[config.mk]
export PLATFORM = sky130hd
export DESIGN_NAME = rr_arb6
export DESIGN_NICKNAME = d
export VERILOG_FILES = /design/src/rtl/rr_arb6.sv
export SDC_FILE = /design/constraint.sdc
export NUM_CORES = 1
export LEC_CHECK = 0
export BUFFER_PORTS_ARGS = -buffer_cell sky130_fd_sc_hd__buf_2
export CAP_MARGIN = 20
export CORE_MARGIN = 2
export CORE_UTILIZATION = 54
export CTS_CLUSTER_DIAMETER = 100
export DETAILED_ROUTE_END_ITERATION = 8
export GPL_TIMING_DRIVEN = 0
export PLACE_DENSITY_LB_ADDON = 0.15
export SLEW_MARGIN = 5
export SYNTH_ARGS = -nofsm -noshare
export SYNTH_HDL_FRONTEND = slang
export SYNTH_SLANG_ARGS = --single-unit
[constraint.sdc]
create_clock -name clk -period 4.05 [get_ports clk]
set_input_delay 0.2025 -clock clk [delete_from_list [all_inputs] [get_ports clk]]
set_output_delay 0.2025 -clock clk [all_outputs]
set_load 0.005 [all_outputs]
[src/rtl/rr_arb6.sv]
// Six-requester round-robin arbiter: registered one-hot grant held until release.
// Optional grant watchdog compiled in with `define RR_ARB6_TIMEOUT_EN.
module rr_arb6 #(
  parameter int unsigned TIMEOUT = 255
) (
  input  logic       clk,
  input  logic       rst_n,
  input  logic [5:0] req,
  input  logic       done,
  output logic [5:0] gnt,
  output logic [2:0] gnt_num,
  output logic       gnt_vld,
  output logic       to_err
);

  typedef enum logic {IDLE, OWN} state_t;

  state_t     state_reg, state_next;
  logic [5:0] gnt_reg, gnt_next;
  logic [2:0] num_reg, num_next;
  logic [2:0] last_reg, last_next;
  logic [5:0] above;
  logic [5:0] mask;
  logic [2:0] winner;
  logic       rel;

  // Six-bit find-last-one encoder: lowest set bit wins, 0 when empty.
  function automatic logic [2:0] fl1(input logic [5:0] v);
    logic [2:0] idx;
    idx = 3'd0;
    for (int i = 5; i >= 0; i--) begin
      if (v[i]) idx = 3'(i);
    end
    return idx;
  endfunction

  genvar gi;
  generate
    for (gi = 0; gi < 6; gi++) begin : g_above
      assign above[gi] = (3'(gi) > last_reg);
    end
  endgenerate

  assign mask   = req & above;
  assign winner = (|mask) ? fl1(mask) : fl1(req);
  assign rel    = done | ~(|(req & gnt_reg));

`ifdef RR_ARB6_TIMEOUT_EN
  logic [15:0] wdog_reg, wdog_next;
  logic        to_err_reg, to_err_next;
`endif

  always_comb begin
    state_next = state_reg;
    gnt_next   = gnt_reg;
    num_next   = num_reg;
    last_next  = last_reg;
`ifdef RR_ARB6_TIMEOUT_EN
    wdog_next   = wdog_reg;
    to_err_next = 1'b0;
`endif
    case (state_reg)
      IDLE: begin
        if (|req) begin
          state_next = OWN;
          gnt_next   = 6'(1) << winner;
          num_next   = winner;
          last_next  = winner;
`ifdef RR_ARB6_TIMEOUT_EN
          wdog_next  = 16'd0;
`endif
        end
      end
      OWN: begin
        // A normal release takes precedence over a coincident timeout.
        if (rel) begin
          state_next = IDLE;
          gnt_next   = 6'd0;
          num_next   = 3'd7;
        end
`ifdef RR_ARB6_TIMEOUT_EN
        else if (wdog_reg == 16'(TIMEOUT - 1)) begin
          state_next  = IDLE;
          gnt_next    = 6'd0;
          num_next    = 3'd7;
          to_err_next = 1'b1;
        end else begin
          wdog_next = wdog_reg + 16'd1;
        end
`endif
      end
      default: begin
        state_next = IDLE;
        gnt_next   = 6'd0;
        num_next   = 3'd7;
      end
    endcase
  end

  always_ff @(posedge clk or negedge rst_n) begin
    if (!rst_n) begin
      state_reg <= IDLE;
      gnt_reg   <= 6'd0;
      num_reg   <= 3'd7;
      last_reg  <= 3'd5;
    end else begin
      state_reg <= state_next;
      gnt_reg   <= gnt_next;
      num_reg   <= num_next;
      last_reg  <= last_next;
    end
  end

`ifdef RR_ARB6_TIMEOUT_EN
  always_ff @(posedge clk or negedge rst_n) begin
    if (!rst_n) begin
      wdog_reg   <= 16'd0;
      to_err_reg <= 1'b0;
    end else begin
      wdog_reg   <= wdog_next;
      to_err_reg <= to_err_next;
    end
  end
  assign to_err = to_err_reg;
`else
  assign to_err = 1'b0;
`endif

  assign gnt     = gnt_reg;
  assign gnt_num = num_reg;
  assign gnt_vld = |gnt_reg;

endmodule

==> impl_metrics.json, run 1 <==
{
  "fin_area_um2": 920.9,
  "worst_setup_path_start_kind": "flip-flop",
  "synth_edf_count": 0,
  "grt_first_pass_wirelength_mm": 2.642,
  "avgSynthCellArea_um2": 9.945,
  "drv_cap": 0,
  "final-setup-viol-count": 0,
  "die-area_um2": 1756,
  "path_class": "reg -> reg",
  "powerDensity_nw_per_um2": 743.6,
  "worstMarginPinSlew_ps": 617.6,
  "status": "finished clean",
  "postRouteAntennaNets": 0,
  "reg2regPathDepth": 5,
  "root_buffer": "clkbuf_4",
  "vdd_drop_max_v": 0.0004049,
  "drt_wl_total_mm": 1.633,
  "final_nets": 111,
  "cts_setup_buffers": 0,
  "synth_common_cells": "10 x nor2_1, 8 x dfrtp_1, 7 x nand2_1",
  "clock_skew_ps": 1.470,
  "max_stage_delay_ps": 600,
  "worstSetupEndpointType": "flip-flop",
  "relSlewSlack_pct": 58.44,
  "io_buffers": 18,
  "hold_ws_ps": 277.3,
  "path_clk_slew_ps": 70,
  "cellLeakagePower_nw": 0.4123,
  "fin_util_pct": 69.90,
  "cts_made_buffers": 3,
  "yosysTopAreaCell": "dfrtp_1",
  "clkLatencyLatePin_ps": 270,
  "via_count": 694,
  "drc_errors": 0,
  "rows": 13,
  "hold_depth": 3,
  "crit_slowest_cell": "dfstp_2",
  "cts_tree": "yes",
  "htreeDepth": 1,
  "hold_violations": 0,
  "crit_path_cell_trace": "nor2b_1, o21bai_1, a21oi_2, o41ai_4, a32o_1",
  "p_total_mw": 0.6848,
  "async_flop_share_pct": 100.0,
  "fin_crit_ps": 1883,
  "cts.sinks": 13,
  "ys_seq_area_share_pct": 42.74,
  "reg2reg_to": "gnt[3]$_DFFE_PN0P_",
  "fill_cells": 105,
  "clock_path_buffers": 2,
  "netlist_area_um2": 775.7,
  "ys_seq_elements": 13,
  "area_growth_pct": 18.71,
  "start_util_pct": 58.88,
  "rsz0062_at_grt": "false",
  "synth_warnings": 0,
  "drtPass1Iterations": 4,
  "synthCells": 78,
  "hp-class": "in -> reg",
  "antennaDiodeCount": 0,
  "dieHeight_um": 41.90,
  "wire_per_inst_um": 14.08,
  "cp.arrival_ps": 2090,
  "place_hpwl_mm": 1.274,
  "r2r_slack_ps": 2170,
  "fmax_ghz": 0.5312,
  "drive_gt1_share_pct": 35.64,
  "period_share_pct": 46.49,
  "antenna_found_initial": 0,
  "grt_use_total_pct": 19.96,
  "drt_first_iter_violations": 14,
  "placed_area_um2": 884.6,
  "largest_register_ffs": 6,
  "gp_congestion": 0.8968,
  "synth_ff_type": "dfrtp_1",
  "core_um2": 1318,
  "syn_nets": 87,
  "whs_endpoint": "state_reg$_DFF_PN0_",
  "routed_via_density": 5.983,
  "yosysMostFrequentCell": "nor2_1",
  "final_max_slew_viol_count": 0,
  "grt_max_degree": 14,
  "synth_top_area_share_pct": 25.81,
  "grt_overflow": 0,
  "cp_max_fo": 8,
  "die_w_um": 41.90,
  "synth.distinct_cells": 34,
  "first_global_vias": 618,
  "synthTopCellsByArea": "dfrtp_1 26%, dfstp_2 17%, nor2_1 4.8%, o21a_1 4.8%, o41ai_4 3.5%",
  "min_from": "done",
  "tns_ps": 0,
  "io_pins": 20,
  "crit_required_ps": 4260,
  "r2r-start": "last_reg[0]$_DFFE_PN1P_"
}
-- how the worst max path moves through the flow --
stage                                  from                      end  slack [ps]  depth (start not counted)
floorplan           last_reg[1]$_DFFE_PN0P_       gnt[1]$_DFFE_PN0P_        2380                          5
global placement    last_reg[0]$_DFFE_PN1P_  last_reg[0]$_DFFE_PN1P_        2250                          5
detailed placement  last_reg[0]$_DFFE_PN1P_       gnt[3]$_DFFE_PN0P_        2220                          5
CTS                 last_reg[0]$_DFFE_PN1P_       gnt[3]$_DFFE_PN0P_        2190                          5
global route        last_reg[0]$_DFFE_PN1P_       gnt[3]$_DFFE_PN0P_        2020                          5
finish              last_reg[0]$_DFFE_PN1P_       gnt[3]$_DFFE_PN0P_        2170                          5
-- layout by cell type (no fill, tap or decap) --
master	synthesis	layout
a211oi_1	1	1
a21bo_2	1	1
a21oi_1	3	3
a21oi_2	1	1
a21oi_4	1	1
a22o_1	1	1
a22oi_1	3	3
a311o_1	1	1
a32o_1	2	2
buf_2	0	18
buf_4	1	1
clkbuf_1	0	1
clkbuf_4	0	3
conb_1	1	1
dfrtp_1	8	8
dfstp_2	5	5
dlygate4sd3_1	0	1
inv_1	3	3
mux2_2	1	1
mux2i_1	1	1
nand2_1	7	7
nand2_2	1	1
nand2b_1	1	1
nor2_1	10	10
nor2b_1	3	3
nor3_1	1	1
nor4_1	3	3
o21a_1	5	5
o21ai_0	1	1
o21ai_1	2	2
o21bai_1	1	1
o22a_1	1	1
o22a_2	1	1
o22ai_1	1	1
o31ai_1	3	3
o41ai_2	1	1
o41ai_4	1	1
or3b_4	1	1
-- cell families (layout without fill, tap and decap cells) --
logic type	count (synthesis)	in the layout	synth area share [%]
compound gates	31	31	34.84
buf+inv	4	27	2.420
flops	13	13	42.74
mux	2	2	2.742
other cells	1	1	0.4834
simple gates	27	27	16.78
-- per-layer routing --
layer | vias to the layer above | part of all wire (%) | track usage [%]
li1 | 340 | - | -
met1 | 321 | 47 | 27.17
met2 | 31 | 44 | 30.94
met3 | 2 | 7.7 | 3.043
met4 | 0 | 0.98 | 9.677
met5 | - | 0 | 0
-- stage by stage --
step	worst slack (ps)	std cells
after floorplan	2378	78
after global placement	2255	111
after detailed placement	2217	111
after global routing	2020	116
after CTS	2195	116
final	2167	116
-- final cells by class --
class	instances	area (µm²)	share of cell area (%)
multi-input cells	61	425.4	46.20
flip-flops and latches	13	331.6	36.01
repair buffers	19	100.1	10.87
clock buffers	4	26.28	2.853
well taps	15	18.77	2.038
inverters	3	11.26	1.223
plain buffers	1	7.507	0.8152
-- power by group --
group	internal, mW	total, mW	switching, mW
clock network	0.0381	0.0764	0.0383
logic	0.159	0.336	0.177
registers	0.204	0.272	0.0680
total	0.401	0.685	0.284
-- worst max-delay path: cells and delay by family, from the launching register on --
family	cells	cell delay [ps]
AOI/OAI and AO/OA	4	1150
DFF	1	600
and+or+nand+nor	1	60
-- what timing repair did --
item | CTS | global route
endpoints found under the setup margin | 0 | 0
hold buffers | 1 | 0
resized for setup | 0 | 0
hold endpoints to repair | 8 | 0
No activity file was read; power rests on OpenSTA's default activity.
==> inputs of run 2 (changes only) <==
--- a/config.mk
+++ b/config.mk
@@ -8,7 +8,7 @@
 export BUFFER_PORTS_ARGS = -buffer_cell sky130_fd_sc_hd__buf_2
 export CAP_MARGIN = 20
 export CORE_MARGIN = 2
-export CORE_UTILIZATION = 54
+export CORE_UTILIZATION = 45
 export CTS_CLUSTER_DIAMETER = 100
 export DETAILED_ROUTE_END_ITERATION = 8
 export GPL_TIMING_DRIVEN = 0
==> constraint.sdc (replaced) <==
create_clock -name clk -period 1.65 [get_ports clk]
set_input_delay 0.0825 -clock clk [delete_from_list [all_inputs] [get_ports clk]]
set_output_delay 0.0825 -clock clk [all_outputs]
set_load 0.005 [all_outputs]
==> run 2 against run 1 <==
  * The run now ends with setup timing left
  * Non-clock buffer count rose by 8
  * Cell count rose by 8.6%
  * Final area rose by 8.2%
  * Largest cell class unchanged
  * Power rose to 2.8 times the previous value
  * Sequential power rose by 130%
  * Die area rose by 18%
  * Fmax rose by 8.7%
  * Setup slack got worse by 2200 ps
  * Critical endpoint is now gnt[4]$_DFFE_PN0P_
==> impl_metrics.json, run 2 (synthesis gave the netlist of run 1 again) <==
{
  "status": "finished with violations",
  "violations": "setup timing",
  "fin_crit_ps": 1732,
  "root_buffer": "clkbuf_4",
  "dieHeight_um": 45.52,
  "grt_use_total_pct": 20.78,
  "via_count": 745,
  "worstSetupEndpointType": "flip-flop",
  "setup_slack_ps": -81.92,
  "path_class": "reg -> reg",
  "final-setup-viol-count": 7,
  "fin_util_pct": 59.63,
  "clkLatencyLatePin_ps": 270,
  "cp_max_fo": 7,
  "die-area_um2": 2072,
  "antennaDiodeCount": 0,
  "routed_via_density": 5.913,
  "pre_cts_slack_ps": -191.4,
  "powerDensity_nw_per_um2": 1895,
  "rows": 15,
  "crit_required_ps": 1820,
  "crit_slowest_cell": "dfstp_2",
  "gp_congestion": 0.8000,
  "fmax_ghz": 0.5774,
  "die_w_um": 45.52,
  "area_growth_pct": 28.39,
  "grt_overflow": 0,
  "core_um2": 1670,
  "cellLeakagePower_nw": 0.4554,
  "grt_max_degree": 14,
  "hp-class": "in -> reg",
  "final_max_slew_viol_count": 0,
  "drt_first_iter_violations": 20,
  "final_nets": 119,
  "grt_first_pass_wirelength_mm": 3.070,
  "max_stage_delay_ps": 590,
  "drtPass1Iterations": 4,
  "antenna_found_initial": 0,
  "cts_tree": "yes",
  "path_clk_slew_ps": 70,
  "place_hpwl_mm": 1.372,
  "io_pins": 20,
  "layout_commonest_cell": "buf_2",
  "rsz0062_at_grt": "true",
  "clock_path_buffers": 2,
  "wire_per_inst_um": 14.80,
  "drive_gt1_share_pct": 42.20,
  "layout_common_cells": "18 x buf_2, 10 x nor2_1, 9 x buf_4, 7 x nand2_1, 7 x dfrtp_1",
  "largest_register_ffs": 6,
  "first_global_vias": 695,
  "vdd_drop_max_v": 0.0008484,
  "cts.sinks": 13,
  "drv_cap": 0,
  "worstMarginPinSlew_ps": 602.8,
  "start_util_pct": 46.44,
  "postRouteAntennaNets": 0,
  "cp.arrival_ps": 1900,
  "io_buffers": 18,
  "drc_errors": 0,
  "htreeDepth": 1,
  "hold_violations": 0,
  "relSlewSlack_pct": 59.45,
  "drt_wl_total_mm": 1.865,
  "worst_setup_path_start_kind": "flip-flop",
  "crit_path_cell_trace": "a21bo_2, a211oi_1, nor2_1, o41ai_4, buf_4, o41ai_2",
  "period_share_pct": 105.0,
  "cts_made_buffers": 3,
  "clock_skew_ps": 1.457
}
## run 2: cell count changes in the layout (fill, tap and decap cells not counted), sizes merged
| cell | change |
|---|---|
| buf | +8 |
## run 2: area by class of cell
class | count | area (µm²)
multi-input combinational | 61 | 436.7
clock buffer | 4 | 26.28
buffer | 1 | 7.507
inverter | 3 | 11.26
fill | 155 | 674.4
tap | 17 | 21.27
timing repair buffer | 27 | 160.2
sequential | 13 | 332.8
## run 2: final timing paths
| path | start | end | slack [ps] | cells past startpoint |
|---|---|---|---|---|
| max | last_reg[0]$_DFFE_PN1P_ | gnt[4]$_DFFE_PN0P_ | -80 | 6 |
| min | done | state_reg$_DFF_PN0_ | 170 | 3 |
| max reg2reg | last_reg[0]$_DFFE_PN1P_ | gnt[4]$_DFFE_PN0P_ | -80 | 6 |
| min reg2reg | last_reg[2]$_DFFE_PN1P_ | last_reg[2]$_DFFE_PN1P_ | 530 | 2 |
| max in group asynchronous | rst_n | last_reg[2]$_DFFE_PN1P_ | 1150 | 2 |
| min in group asynchronous | rst_n | gnt[3]$_DFFE_PN0P_ | 220 | 2 |
## run 2: worst max-delay path: cells and delay by family (launching register included)
family                 cells  cell delay, ps
AOI/OAI and AO/OA          4             660
buffers and inverters      1             160
DFF                        1             590
and+or+nand+nor            1             210
## run 2: timing repair
action                                  in CTS  in global routing
gates cloned                                 0                  0
endpoints found under the setup margin       8                 10
endpoints found under the hold margin       13                  0
setup buffers                                5                  3
resized for setup                            2                  1
hold buffers                                 1                  0
pin swaps                                    7                  7
## run 2: stage by stage
stage | std cells | setup TNS (ps) | instance area, µm² | total power, mW | hold slack, ps
floorplan | 78 | 0 | 775.7 | 1.234 | -213.1
finish | 126 | -422.1 | 996.0 | 1.887 | 165.8
global route | 126 | -1118 | 996.0 | 2.032 | 188.3
CTS | 123 | -324.6 | 967.2 | 1.814 | 158.7
global placement | 113 | -1357 | 887.1 | 1.494 | -25.55
detailed placement | 113 | -1327 | 887.1 | 1.502 | -20.68
## run 2: metal layers
metal  vias to the layer above  wire [µm]  GRT usage [%]
li1                        360          -              -
met1                       355        827          27.78
met2                        24        891          33.52
met3                         6        113          1.984
met4                         0         32          10.00
met5                         -          0              0
## run 2: report_power, final
part / internal (mW) / total [mW] / switching [mW]
clock: 0.0937 / 0.192 / 0.0982
combinational: 0.536 / 1.06 / 0.524
sequential: 0.502 / 0.636 / 0.133
==> inputs of run 3 (changes only) <==
==> constraint.sdc (replaced) <==
create_clock -name clk -period 1.51 [get_ports clk]
set_input_delay 0.0755 -clock clk [delete_from_list [all_inputs] [get_ports clk]]
set_output_delay 0.0755 -clock clk [all_outputs]
set_load 0.005 [all_outputs]
==> run 3 against run 2 <==
  * The run still ends with setup timing left
  * Sequential share of layout area shrank 1.6 points
  * Register-to-register slack worse by 140 ps
  * Setup slack got worse by 140 ps
  * Sequential cell count is the same
  * Power increased by 18%
  * Clock power increased by 9%
  * Non-clock buffer count grew 2
  * Count of clock-buffer cells in the layout did not move
  * Utilization grew 3.0 points
  * Cell count grew 1.6%
  * Largest power group unchanged
==> impl_metrics.json, run 3 (synthesis gave the netlist of run 1 again) <==
{
  "die-area_um2": 2072,
  "via_count": 749,
  "final_max_slew_viol_count": 0,
  "clkLatencyLatePin_ps": 270,
  "cts_tree": "yes",
  "grt_use_total_pct": 20.45,
  "violations": "setup timing",
  "wire_per_inst_um": 15.09,
  "layout_common_cells": "18 x buf_2, 8 x nor2_1, 8 x buf_4, 7 x nand2_1, 7 x dfrtp_1",
  "area_growth_pct": 34.84,
  "instances_no_fill": 128,
  "crit_required_ps": 1680,
  "p_total_mw": 2.220,
  "fin_area_um2": 1046,
  "root_buffer": "clkbuf_4",
  "drc_errors": 0,
  "cts_made_buffers": 3,
  "tns_ps": -1494,
  "drtPass1Iterations": 4,
  "cellLeakagePower_nw": 0.4722,
  "htreeDepth": 1,
  "hold_violations": 0,
  "setup_slack_ps": -221.3,
  "gp_congestion": 0.8032,
  "crit_path_end": "gnt[4]$_DFFE_PN0P_",
  "worstSetupEndpointType": "flip-flop",
  "drt_first_iter_violations": 17,
  "hp-class": "in -> reg",
  "worstMarginPinSlew_ps": 605.8,
  "reg2regPathDepth": 5,
  "io_buffers": 18,
  "largest_register_ffs": 6,
  "postRouteAntennaNets": 0,
  "cp.arrival_ps": 1900,
  "r2r-start": "last_reg[1]$_DFFE_PN0P_",
  "fmax_ghz": 0.5776,
  "placed_area_um2": 887.1,
  "final_nets": 121,
  "grt_overflow": 0,
  "reg2reg_to": "gnt[4]$_DFFE_PN0P_",
  "start_util_pct": 46.44,
  "io_pins": 20,
  "layout_commonest_cell": "buf_2",
  "place_hpwl_mm": 1.379,
  "routed_via_density": 5.852,
  "vdd_drop_max_v": 0.001025,
  "cp_max_fo": 8,
  "first_global_vias": 694,
  "antenna_found_initial": 0,
  "status": "finished with violations",
  "period_share_pct": 114.7,
  "final-setup-viol-count": 11,
  "crit_start": "last_reg[1]$_DFFE_PN0P_",
  "placed_cells_incl_taps": 113,
  "drt_wl_total_mm": 1.931,
  "path_class": "reg -> reg",
  "rows": 15,
  "cts.sinks": 13,
  "fin_crit_ps": 1731,
  "r2r_slack_ps": -220,
  "clock_skew_ps": 0.6038,
  "drive_gt1_share_pct": 45.05,
  "powerDensity_nw_per_um2": 2122,
  "antennaDiodeCount": 0,
  "path_clk_slew_ps": 70,
  "grt_max_degree": 14,
  "hold_ws_ps": 162.8,
  "drv_cap": 0,
  "clock_path_buffers": 2,
  "rsz0062_at_grt": "true",
  "grt_first_pass_wirelength_mm": 3.022,
  "worst_setup_path_start_kind": "flip-flop",
  "die_w_um": 45.52,
  "relSlewSlack_pct": 59.24,
  "dieHeight_um": 45.52,
  "core_um2": 1670
}
-- run 3: cell count changes in the layout (fill, tap and decap cells not counted), sizes merged --
cell	before	now
buf	27	29
-- run 3: routing by layer --
layer / vias to the layer above / GRT usage, % / part of all wire, %
met5: - / 0 / 0
met4: 0 / 8.824 / 1.3
met3: 4 / 1.190 / 3.4
met2: 16 / 33.52 / 49
met1: 370 / 27.78 / 47
li1: 359 / - / -
-- run 3: power breakdown --
part           total [mW]  switching (mW)  internal [mW]
Clock               0.209           0.107          0.102
Combinational        1.31           0.642          0.672
Sequential          0.696           0.147          0.549
Total                2.22           0.896           1.32
-- run 3: layout make-up --
type / instances / area (µm²)
well taps: 17 / 21.27
plain buffers: 1 / 7.507
repair buffers: 29 / 186.4
inverters: 3 / 11.26
clock buffers: 4 / 26.28
multi-input cells: 61 / 460.4
flip-flops and latches: 13 / 332.8
fillers: 147 / 624.3
-- run 3: metrics by stage --
step / setup WS, ps / util, %
after CTS: -248.3 / 59.48
after global routing: -272.1 / 62.62
after floorplan: -124.5 / -
final: -221.3 / 62.62
after detailed placement: -369.8 / 53.11
after global placement: -335.1 / 53.11
-- run 3: how the worst min path moves through the flow --
stage                      from             endpoint  slack (ps)  depth (start not counted)
after floorplan           rst_n   gnt[0]$_DFFE_PN0P_        -220                          0
after global placement    rst_n   gnt[3]$_DFFE_PN0P_         -30                          1
after detailed placement  rst_n   gnt[3]$_DFFE_PN0P_         -30                          1
after CTS                  done  state_reg$_DFF_PN0_         150                          3
after global routing       done  state_reg$_DFF_PN0_         180                          3
final                      done  state_reg$_DFF_PN0_         160                          3
-- run 3: worst max-delay path: stages, from the launching register on --
cell and delay, ps:
dfrtp_2 420, or3b_4 400, a21oi_4 230, o41ai_4 110, buf_6 150, o41ai_2 310
-- run 3: what timing repair did --
action / in CTS / in global routing
pin swaps: 9 / 8
gates resized for setup: 4 / 7
hold endpoints to repair: 13 / 0
endpoints found under the setup margin: 12 / 12
hold buffers: 1 / 0
buffers inserted: 9 / 2
